===== src/rtl/comp_sar_pkg.sv =====
// rtl/comp_sar_pkg.sv - shared state, synchroniser depth and comparator-pair decode for comp_sar_ctrl
package comp_sar_pkg;

   typedef enum logic [2:0] {
      S_IDLE,
      S_SET,
      S_SETTLE,
      S_SAMPLE,
      S_DONE
   } state_e;

   localparam int SYNC_STAGES = 2;

   // Comparator pair as {comp_p, comp_m}; the equal codes mean the macro gave no valid decision.
   typedef enum logic [1:0] {
      CMP_BAD_00 = 2'b00,
      CMP_LOW    = 2'b01,
      CMP_HIGH   = 2'b10,
      CMP_BAD_11 = 2'b11
   } cmp_e;

   function automatic logic maj3(input logic a, input logic b, input logic c);
      return (a & b) | (a & c) | (b & c);
   endfunction

endpackage


===== src/rtl/comp_sync2.sv =====
// rtl/comp_sync2.sv - two-flop synchroniser for one asynchronous comparator output
module comp_sync2
   import comp_sar_pkg::*;
(
   input  logic clk,
   input  logic rst_n,
   input  logic d_i,
   output logic q_o
);

   logic [SYNC_STAGES-1:0] sync_q;

   always_ff @(posedge clk or negedge rst_n) begin
      if (!rst_n) begin
         sync_q <= '0;
      end else begin
         sync_q <= {sync_q[SYNC_STAGES-2:0], d_i};
      end
   end

   assign q_o = sync_q[SYNC_STAGES-1];

endmodule


===== src/rtl/comp_sar_ctrl.sv =====
// rtl/comp_sar_ctrl.sv - MSB-first SAR controller driving the DAC; COMP_MAJORITY_EN enables 3-sample voting
module comp_sar_ctrl
   import comp_sar_pkg::*;
#(
   parameter int WIDTH  = 8,
   parameter int SETTLE = 2
) (
   input  logic             clk,
   input  logic             rst_n,
   input  logic             start,
   input  logic             comp_p,
   input  logic             comp_m,
   output logic [WIDTH-1:0] dac_code,
   output logic             busy,
   output logic             done,
   output logic [WIDTH-1:0] result,
   output logic             error
);

   localparam int IW = $clog2(WIDTH);
   localparam int CW = $clog2(SETTLE);

   state_e           state_q, state_d;
   logic [WIDTH-1:0] trial_q, trial_d;
   logic [IW-1:0]    idx_q, idx_d;
   logic [CW-1:0]    cnt_q, cnt_d;
   logic [WIDTH-1:0] dac_q, dac_d;
   logic [WIDTH-1:0] result_q, result_d;
   logic             done_q, done_d;
   logic             error_q, error_d;

   logic             p_s, m_s;
   logic             vp, vm, resolve;
   logic [WIDTH-1:0] bit_mask, trial_res;

`ifdef COMP_MAJORITY_EN
   logic [1:0] scnt_q, scnt_d;
   logic [1:0] vp_q, vp_d;
   logic [1:0] vm_q, vm_d;
`endif

   comp_sync2 u_sync_p (.clk(clk), .rst_n(rst_n), .d_i(comp_p), .q_o(p_s));
   comp_sync2 u_sync_m (.clk(clk), .rst_n(rst_n), .d_i(comp_m), .q_o(m_s));

   always_comb begin
      state_d   = state_q;
      trial_d   = trial_q;
      idx_d     = idx_q;
      cnt_d     = cnt_q;
      dac_d     = dac_q;
      result_d  = result_q;
      done_d    = 1'b0;
      error_d   = error_q;
      vp        = p_s;
      vm        = m_s;
      resolve   = 1'b0;
      bit_mask  = WIDTH'(1) << idx_q;
      trial_res = trial_q;
`ifdef COMP_MAJORITY_EN
      scnt_d    = scnt_q;
      vp_d      = vp_q;
      vm_d      = vm_q;
`endif
      case (state_q)
         S_IDLE: begin
            if (start) begin
               trial_d = '0;
               idx_d   = IW'(WIDTH - 1);
               error_d = 1'b0;
               state_d = S_SET;
            end
         end
         S_SET: begin
            trial_d = trial_q | bit_mask;
            dac_d   = trial_q | bit_mask;
            cnt_d   = CW'(SETTLE - 1);
            state_d = S_SETTLE;
         end
         S_SETTLE: begin
            if (cnt_q == '0) begin
               state_d = S_SAMPLE;
            end else begin
               cnt_d = cnt_q - 1'b1;
            end
         end
         S_SAMPLE: begin
`ifdef COMP_MAJORITY_EN
            // Collect two samples, vote on the third together with the live one.
            if (scnt_q != 2'd2) begin
               vp_d   = {vp_q[0], p_s};
               vm_d   = {vm_q[0], m_s};
               scnt_d = scnt_q + 2'd1;
            end else begin
               vp      = maj3(vp_q[1], vp_q[0], p_s);
               vm      = maj3(vm_q[1], vm_q[0], m_s);
               scnt_d  = 2'd0;
               resolve = 1'b1;
            end
`else
            resolve = 1'b1;
`endif
            if (resolve) begin
               case (cmp_e'({vp, vm}))
                  CMP_HIGH: trial_res = trial_q;
                  CMP_LOW:  trial_res = trial_q & ~bit_mask;
                  default: begin
                     trial_res = trial_q & ~bit_mask;
                     error_d   = 1'b1;
                  end
               endcase
               trial_d = trial_res;
               if (idx_q == '0) begin
                  dac_d    = trial_res;
                  result_d = trial_res;
                  done_d   = 1'b1;
                  state_d  = S_DONE;
               end else begin
                  idx_d   = idx_q - 1'b1;
                  state_d = S_SET;
               end
            end
         end
         S_DONE: begin
            state_d = S_IDLE;
         end
         default: begin
            state_d = S_IDLE;
         end
      endcase
   end

   always_ff @(posedge clk or negedge rst_n) begin
      if (!rst_n) begin
         state_q  <= S_IDLE;
         trial_q  <= '0;
         idx_q    <= '0;
         cnt_q    <= '0;
         dac_q    <= '0;
         result_q <= '0;
         done_q   <= 1'b0;
         error_q  <= 1'b0;
`ifdef COMP_MAJORITY_EN
         scnt_q   <= 2'd0;
         vp_q     <= 2'd0;
         vm_q     <= 2'd0;
`endif
      end else begin
         state_q  <= state_d;
         trial_q  <= trial_d;
         idx_q    <= idx_d;
         cnt_q    <= cnt_d;
         dac_q    <= dac_d;
         result_q <= result_d;
         done_q   <= done_d;
         error_q  <= error_d;
`ifdef COMP_MAJORITY_EN
         scnt_q   <= scnt_d;
         vp_q     <= vp_d;
         vm_q     <= vm_d;
`endif
      end
   end

   assign dac_code = dac_q;
   assign busy     = (state_q != S_IDLE);
   assign done     = done_q;
   assign result   = result_q;
   assign error    = error_q;

endmodule


===== config.mk =====
export PLATFORM = sky130hd
export DESIGN_NAME = comp_sar_ctrl
export DESIGN_NICKNAME = d
export VERILOG_FILES = /design/src/rtl/comp_sar_pkg.sv /design/src/rtl/comp_sync2.sv /design/src/rtl/comp_sar_ctrl.sv
export SDC_FILE = /design/constraint.sdc
export NUM_CORES = 1
export LEC_CHECK = 0
export ABC_AREA = 1
export CORE_ASPECT_RATIO = 0.9
export CORE_MARGIN = 4
export CORE_UTILIZATION = 31
export DETAILED_ROUTE_END_ITERATION = 10
export PLACE_DENSITY = 0.54
export SLEW_MARGIN = 20
export SYNTH_ARGS = -nofsm -noshare
export SYNTH_HDL_FRONTEND = slang
export SYNTH_HIERARCHICAL = 1
export SYNTH_SLANG_ARGS = --single-unit

===== constraint.sdc =====
create_clock -name clk -period 1.6 [get_ports clk]
set_input_delay 0.32 -clock clk [delete_from_list [all_inputs] [get_ports clk]]
set_output_delay 0.32 -clock clk [all_outputs]
set_load 0.01 [all_outputs]

---- Word level (Yosys, flattened, before mapping) ----
Index checks and enable logic that the tools add are counted.
cells by class
  multiply operators ...................... 0
  bitwise gates (word level) .............. 3
  equal/unequal tests ..................... 10
  reductions and logical operators ........ 14
  mux-type cells .......................... 19
  div/mod/pow operators ................... 0
  magnitude comparators ................... 0
  shift-type cells ........................ 1
  $add $sub $neg .......................... 2
operator list
  kind                                                                 count
  8-bit 2-to-1 mux                                                     3
  8-bit one-hot mux with 3 select lines                                1
  8-bit one-hot mux with 2 select lines                                1
  3-bit 2-to-1 mux                                                     5
  3-bit one-hot mux with 4 select lines                                1
  2-bit inequality test (second input constant)                        5
  8-bit AND                                                            1
  8-bit NOT                                                            1
  8-bit OR                                                             1
  2-bit AND reduction                                                  4
  1-bit by 3-bit << shifter with 8-bit output (first input constant)   1
  3-bit by 2-bit == test with 1-bit output (second input constant)     2
  3-bit logical NOT                                                    2
  3-bit one-hot mux with 2 select lines                                1
  3-bit AND reduction                                                  2
  2-bit nonzero test                                                   3
  3-bit nonzero test                                                   2
  1-bit 2-to-1 mux                                                     5
  1-bit one-hot mux with 2 select lines                                2
  3-bit by 1-bit == test with 1-bit output (second input constant)     1
  3-bit by 1-bit subtractor with 3-bit output (second input constant)  1
  2-bit by 1-bit == test with 1-bit output (second input constant)     1
  2-bit == test (second input constant)                                1
  2-bit OR reduction                                                   1
  1-bit subtractor (second input constant)                             1
word-level totals
  output and inout bits ................... 19
  bits in latches ......................... 0
  logic and storage cells ................. 59
  memories ................................ 0
  register bits ........................... 37
  ROM bits ................................ 0
  bits in writable memories ............... 0
  input bits .............................. 5

---- Longest topological paths before layout ----
  depth in word-level cells ............... 6
  depth in mapped cells ................... 9
  gate-level depth less buffers ........... 9

---- Hierarchy ----
The synthesis kept the hierarchy.
modules (own cells, without submodules)
  module         cells an instance  seq. area each (sq um)  instances  area each (sq um)
  comp_sar_ctrl  213                825.8                   1          1696.6
  comp_sync2     2                  50.0                    2          50.0

---- Least setup slack after synthesis ----
Ideal clock, no wire load.
  kind .................................... reg2reg
  start ................................... register idx_q[0]
  end ..................................... register idx_q[0]
  stages on the path, launching flop included .. 9
  library setup time ...................... 117 ps
  arrival time ............................ 1261 ps
  setup slack ............................. 222 ps
  period minus slack after synthesis ...... 1378 ps
  cell sequence ........................... dfrtp_1 -> inv_1 -> ha_1 -> inv_1 -> nor2_1 -> nand2_2 -> buf_2 -> nand3_1 -> nand2_1
between the ends
  word-level cells in the longest chain between the ends .. 3
RTL lines
  element                                                                           RTL line                                    source
  from (decl)                                                                       comp_sar_ctrl.sv:25                         logic [IW-1:0] idx_q, idx_d;
  from (signal assigned)                                                            comp_sar_ctrl.sv:150                        idx_q <= idx_d;
  3-bit by 1-bit subtractor with 3-bit output or 3-bit logical NOT (tied branches)  comp_sar_ctrl.sv:118, comp_sar_ctrl.sv:112
  3-bit 2-to-1 mux or 2-bit inequality test (tied branches)                         n/a
  3-bit one-hot mux with 2 select lines or 3-bit AND reduction (tied branches)      n/a
Several ways; a longest one is shown, not always the timed one. The select of a mux whose other input is x is not followed.
A chain may end at the register's enable or synchronous reset.

---- Worst setup path after layout ----
  start ................................... register dac_q[4] (netlist: dac_code[4])
  end ..................................... output port dac_code[4]
RTL lines
  element                 RTL line              source
  from (decl)             comp_sar_ctrl.sv:27   logic [WIDTH-1:0] dac_q, dac_d;
  from (signal assigned)  comp_sar_ctrl.sv:138  dac_q <= '0;
  from (signal assigned)  comp_sar_ctrl.sv:152  dac_q <= dac_d;
  to (decl)               comp_sar_ctrl.sv:13   output logic [WIDTH-1:0] dac_code,
No word-level cell between the ends.

==> results.sh <==
export IMPL_path_delay_family="buffers and inverters"
export IMPL_seq_area_frac_synth_pct=51.53
export IMPL_path_buf_inv=1
export IMPL_synth_edf_count=0
export IMPL_fp_dieH_um=80.23
export IMPL_synthSimpleGateAreaFrac_pct=28.76
export IMPL_synthArstFlopShare_pct=100.0
export IMPL_htree_levels=2
export IMPL_grt_max_degree=38
export IMPL_io_pins=24
export IMPL_grt_pass1_wl_mm=6.969
export IMPL_postCtsHoldBufs=0
export IMPL_yosysTopAreaCell="dfrtp_1"
export IMPL_synth_main_ff_cell="dfrtp_1"
export IMPL_synth_xor_area_share_pct=0
export IMPL_viasPerCell=4.598
export IMPL_critPathLaunchType="flop"
export IMPL_swShare_pct=41.85
export IMPL_dieWidth_um=88.25
export IMPL_internal_power_mw=2.553
export IMPL_std_cell_rows=26
export IMPL_clockBufferDepth=2
export IMPL_clk_latency_ns=0.29
export IMPL_synth_warnings=6
export IMPL_drc_errors=0
export IMPL_final_setup_viol_count=0
export IMPL_routed_wl_mm=4.018
export IMPL_synth_net_count=228
export IMPL_crit_type="reg -> out"
export IMPL_synth_compound_area_share_pct=8.426
export IMPL_place_inst=315
export IMPL_track_usage_pct=12.83
export IMPL_drtIter0Drc=109
export IMPL_slowest_stage="clkdlybuf4s50_1"
export IMPL_r2r_end="dac_code[3]"
export IMPL_stdcell_count=326
export IMPL_power_density_nw_per_um2=1926
export IMPL_vias=1499
export IMPL_leakage_nw=1.137
export IMPL_r2r_start="u_sync_p/sync_q[1]"
export IMPL_final_antenna_net_count=0
export IMPL_p_sw_mw=1.838
export IMPL_nets=266
export IMPL_synth_avg_cell_area_um2=8.280
export IMPL_clk_pin_slew_ns=0.07
export IMPL_r2r_slack_ns=0.11
export IMPL_yosysTopAreaCellShare_pct=51.53
export IMPL_synth_top_family_by_area="simple AND/OR/NAND/NOR gates"
export IMPL_clkSinkCount=37
export IMPL_gp_congestion=0.7608
export IMPL_grt_pass1_vias=1438
export IMPL_maxCapViolCount=0
export IMPL_synthAdderAreaFrac_pct=4.178
export IMPL_whs_ns=0.06731
export IMPL_antenna_found_initial=0
export IMPL_place_ws_ns=0.1232
export IMPL_end_kind="output port"
export IMPL_cpPeakStageDelay_ns=0.54
export IMPL_maxSlewViolCount=0
export IMPL_irDropWorstVdd_v=0.0006118
export IMPL_cts_buffers=5
export IMPL_worst_ep_arrival_time_ns=1.20
export IMPL_p_comb_share_pct=50.9
export IMPL_dp_hpwl_mm=2.891
export IMPL_area_growth_pct=26.88
export IMPL_wl_per_cell_um=12.33
export IMPL_synthMuxAreaShare_pct=0
export IMPL_ctsRootBufferMaster="clkbuf_8"
export IMPL_initial_core_util_pct=31.74
export IMPL_syn_area_um2=1797
export IMPL_dieArea_um2=7080
export IMPL_overflow=0
export IMPL_period_minus_slack_ns=1.522
export IMPL_fmax_ghz=0.6571
export IMPL_crit_chain="clkdlybuf4s50_1"
export IMPL_critPathRequiredTime_ns=1.28
export IMPL_power_frac_clock_pct=14.4
export IMPL_skew_ns=0.004791
export IMPL_final_period_utilization_pct=95.12
export IMPL_drtPass1Iterations=4
export IMPL_cts_tree="done"
export IMPL_rsz0062_at_grt="true"
export IMPL_synth_cells=217
export IMPL_setup_ws_ns=0.07814
export IMPL_power_frac_seq_pct=34.7
export IMPL_drive_gt1_share_pct=14.45
export IMPL_hold_class="in -> async"
export IMPL_antennaDiodeCount=0
export IMPL_timing_slew_headroom_pct=68.29
export IMPL_reg2regPathDepth=7
export IMPL_outcome="finished clean"
export IMPL_synthTopCellsByArea="dfrtp_1, nand2_1, nand3_1"
export IMPL_fp_coreArea_um2=5660
export IMPL_worst_pin_slew_ns=0.4756
export IMPL_hold_viol=0
export IMPL_ys_ff_latch=37
export IMPL_io_buffers=23
export IMPL_cp_max_fo=2
export IMPL_synth_cell_types=20
-- layer usage --
metal | wire [um] | global-route usage [%] | vias to the layer above
met1 | 2066 | 18.36 | 689
met3 | 225 | 4.000 | 7
met4 | 53 | 3.625 | 0
met2 | 1672 | 18.46 | 32
met5 | 0 | 0 | -
li1 | - | - | 771
-- layout make-up --
type / count / area (um^2)
clock buffer: 6 / 72.57
clock inverter: 2 / 10.01
fill: 613 / 3381
inverter: 22 / 82.58
multi-input combinational: 151 / 750.7
sequential: 37 / 925.9
tap: 70 / 87.58
timing repair buffer: 38 / 350.3
-- registers in the layout, indices dropped and copies added (netlist names) --
name             count
idx_q                3
state_q              3
done                 1
cnt_q                1
result               8
u_sync_p/sync_q      2
dac_code             8
u_sync_m/sync_q      2
trial_q              8
error                1
-- cell families (layout without fill, tap and decap cells) --
family,after synthesis,after routing
simple gates,117,117
flops,37,37
buf+inv,29,68
compound gates,28,28
fa+ha+maj,6,6
-- placed cells by master (no fill, tap or decap) --
cell type        instances
clkdlybuf4s50_1         21
nand2_1                 73
dfrtp_1                 37
o211ai_1                 4
clkbuf_8                 5
inv_1                   20
nand3_2                  1
ha_1                     6
nand2_2                  5
a31oi_1                  1
nor2_2                   2
buf_12                   1
buf_4                   14
clkdlybuf4s15_1          1
clkbuf_2                 1
inv_2                    2
nor3_2                   1
clkbuf_1                 1
o21ai_0                 14
nor2_1                   6
o21ai_1                  9
clkinv_2                 2
nand3_1                 26
nor2_4                   3
-- what timing repair did --
action	in CTS	in global routing
pin swaps	0	2
resized for setup	2	2
setup endpoints to repair	1	3
setup buffers	0	3
-- power by group through the flow --
stage | Clock (mW) | Combinational (mW) | Sequential, mW
finish | 0.634 | 2.23 | 1.52
global route | 0.703 | 2.53 | 1.57
CTS | 0.660 | 2.20 | 1.52
detailed placement | 0 | 2.19 | 1.53
global placement | 0 | 2.18 | 1.52
floorplan | 0 | 1.29 | 1.55
-- worst max-delay path by stage --
stage	startpoint	endpoint	cells after the start
after floorplan	idx_q[0]	idx_q[0]	8
after global placement	u_sync_m/sync_q[1]	dac_code[3]	8
after detailed placement	state_q[0]	busy	3
after CTS	state_q[2]	busy	3
after global routing	idx_q[0]	dac_code[7]	7
final	dac_code[4]	dac_code[4]	1
-- cells in the mapped netlist (2+ instances only) --
cell type  instances
inv_1             20
buf_4              2
dfrtp_1           37
nand3_1           26
o211ai_1           4
o21ai_0           14
nor2_1             7
buf_2              3
ha_1               6
o21ai_1            9
inv_2              2
nand2_1           73
nand2_2            5
nor2_4             3
-- per-stage QoR --
stage,power (mW),util [%],setup TNS [ns],cell area (um^2)
4_1_cts,4.374,39.81,0,2253
5_1_grt,4.804,40.27,-0.0003090,2280
3_3_place_gp,3.696,38.28,0,2167
3_5_place_dp,3.722,38.28,0,2167
2_1_floorplan,2.847,-,0,1797
6_report,4.391,40.27,0,2280
Power figures use the tool's default switching activity.
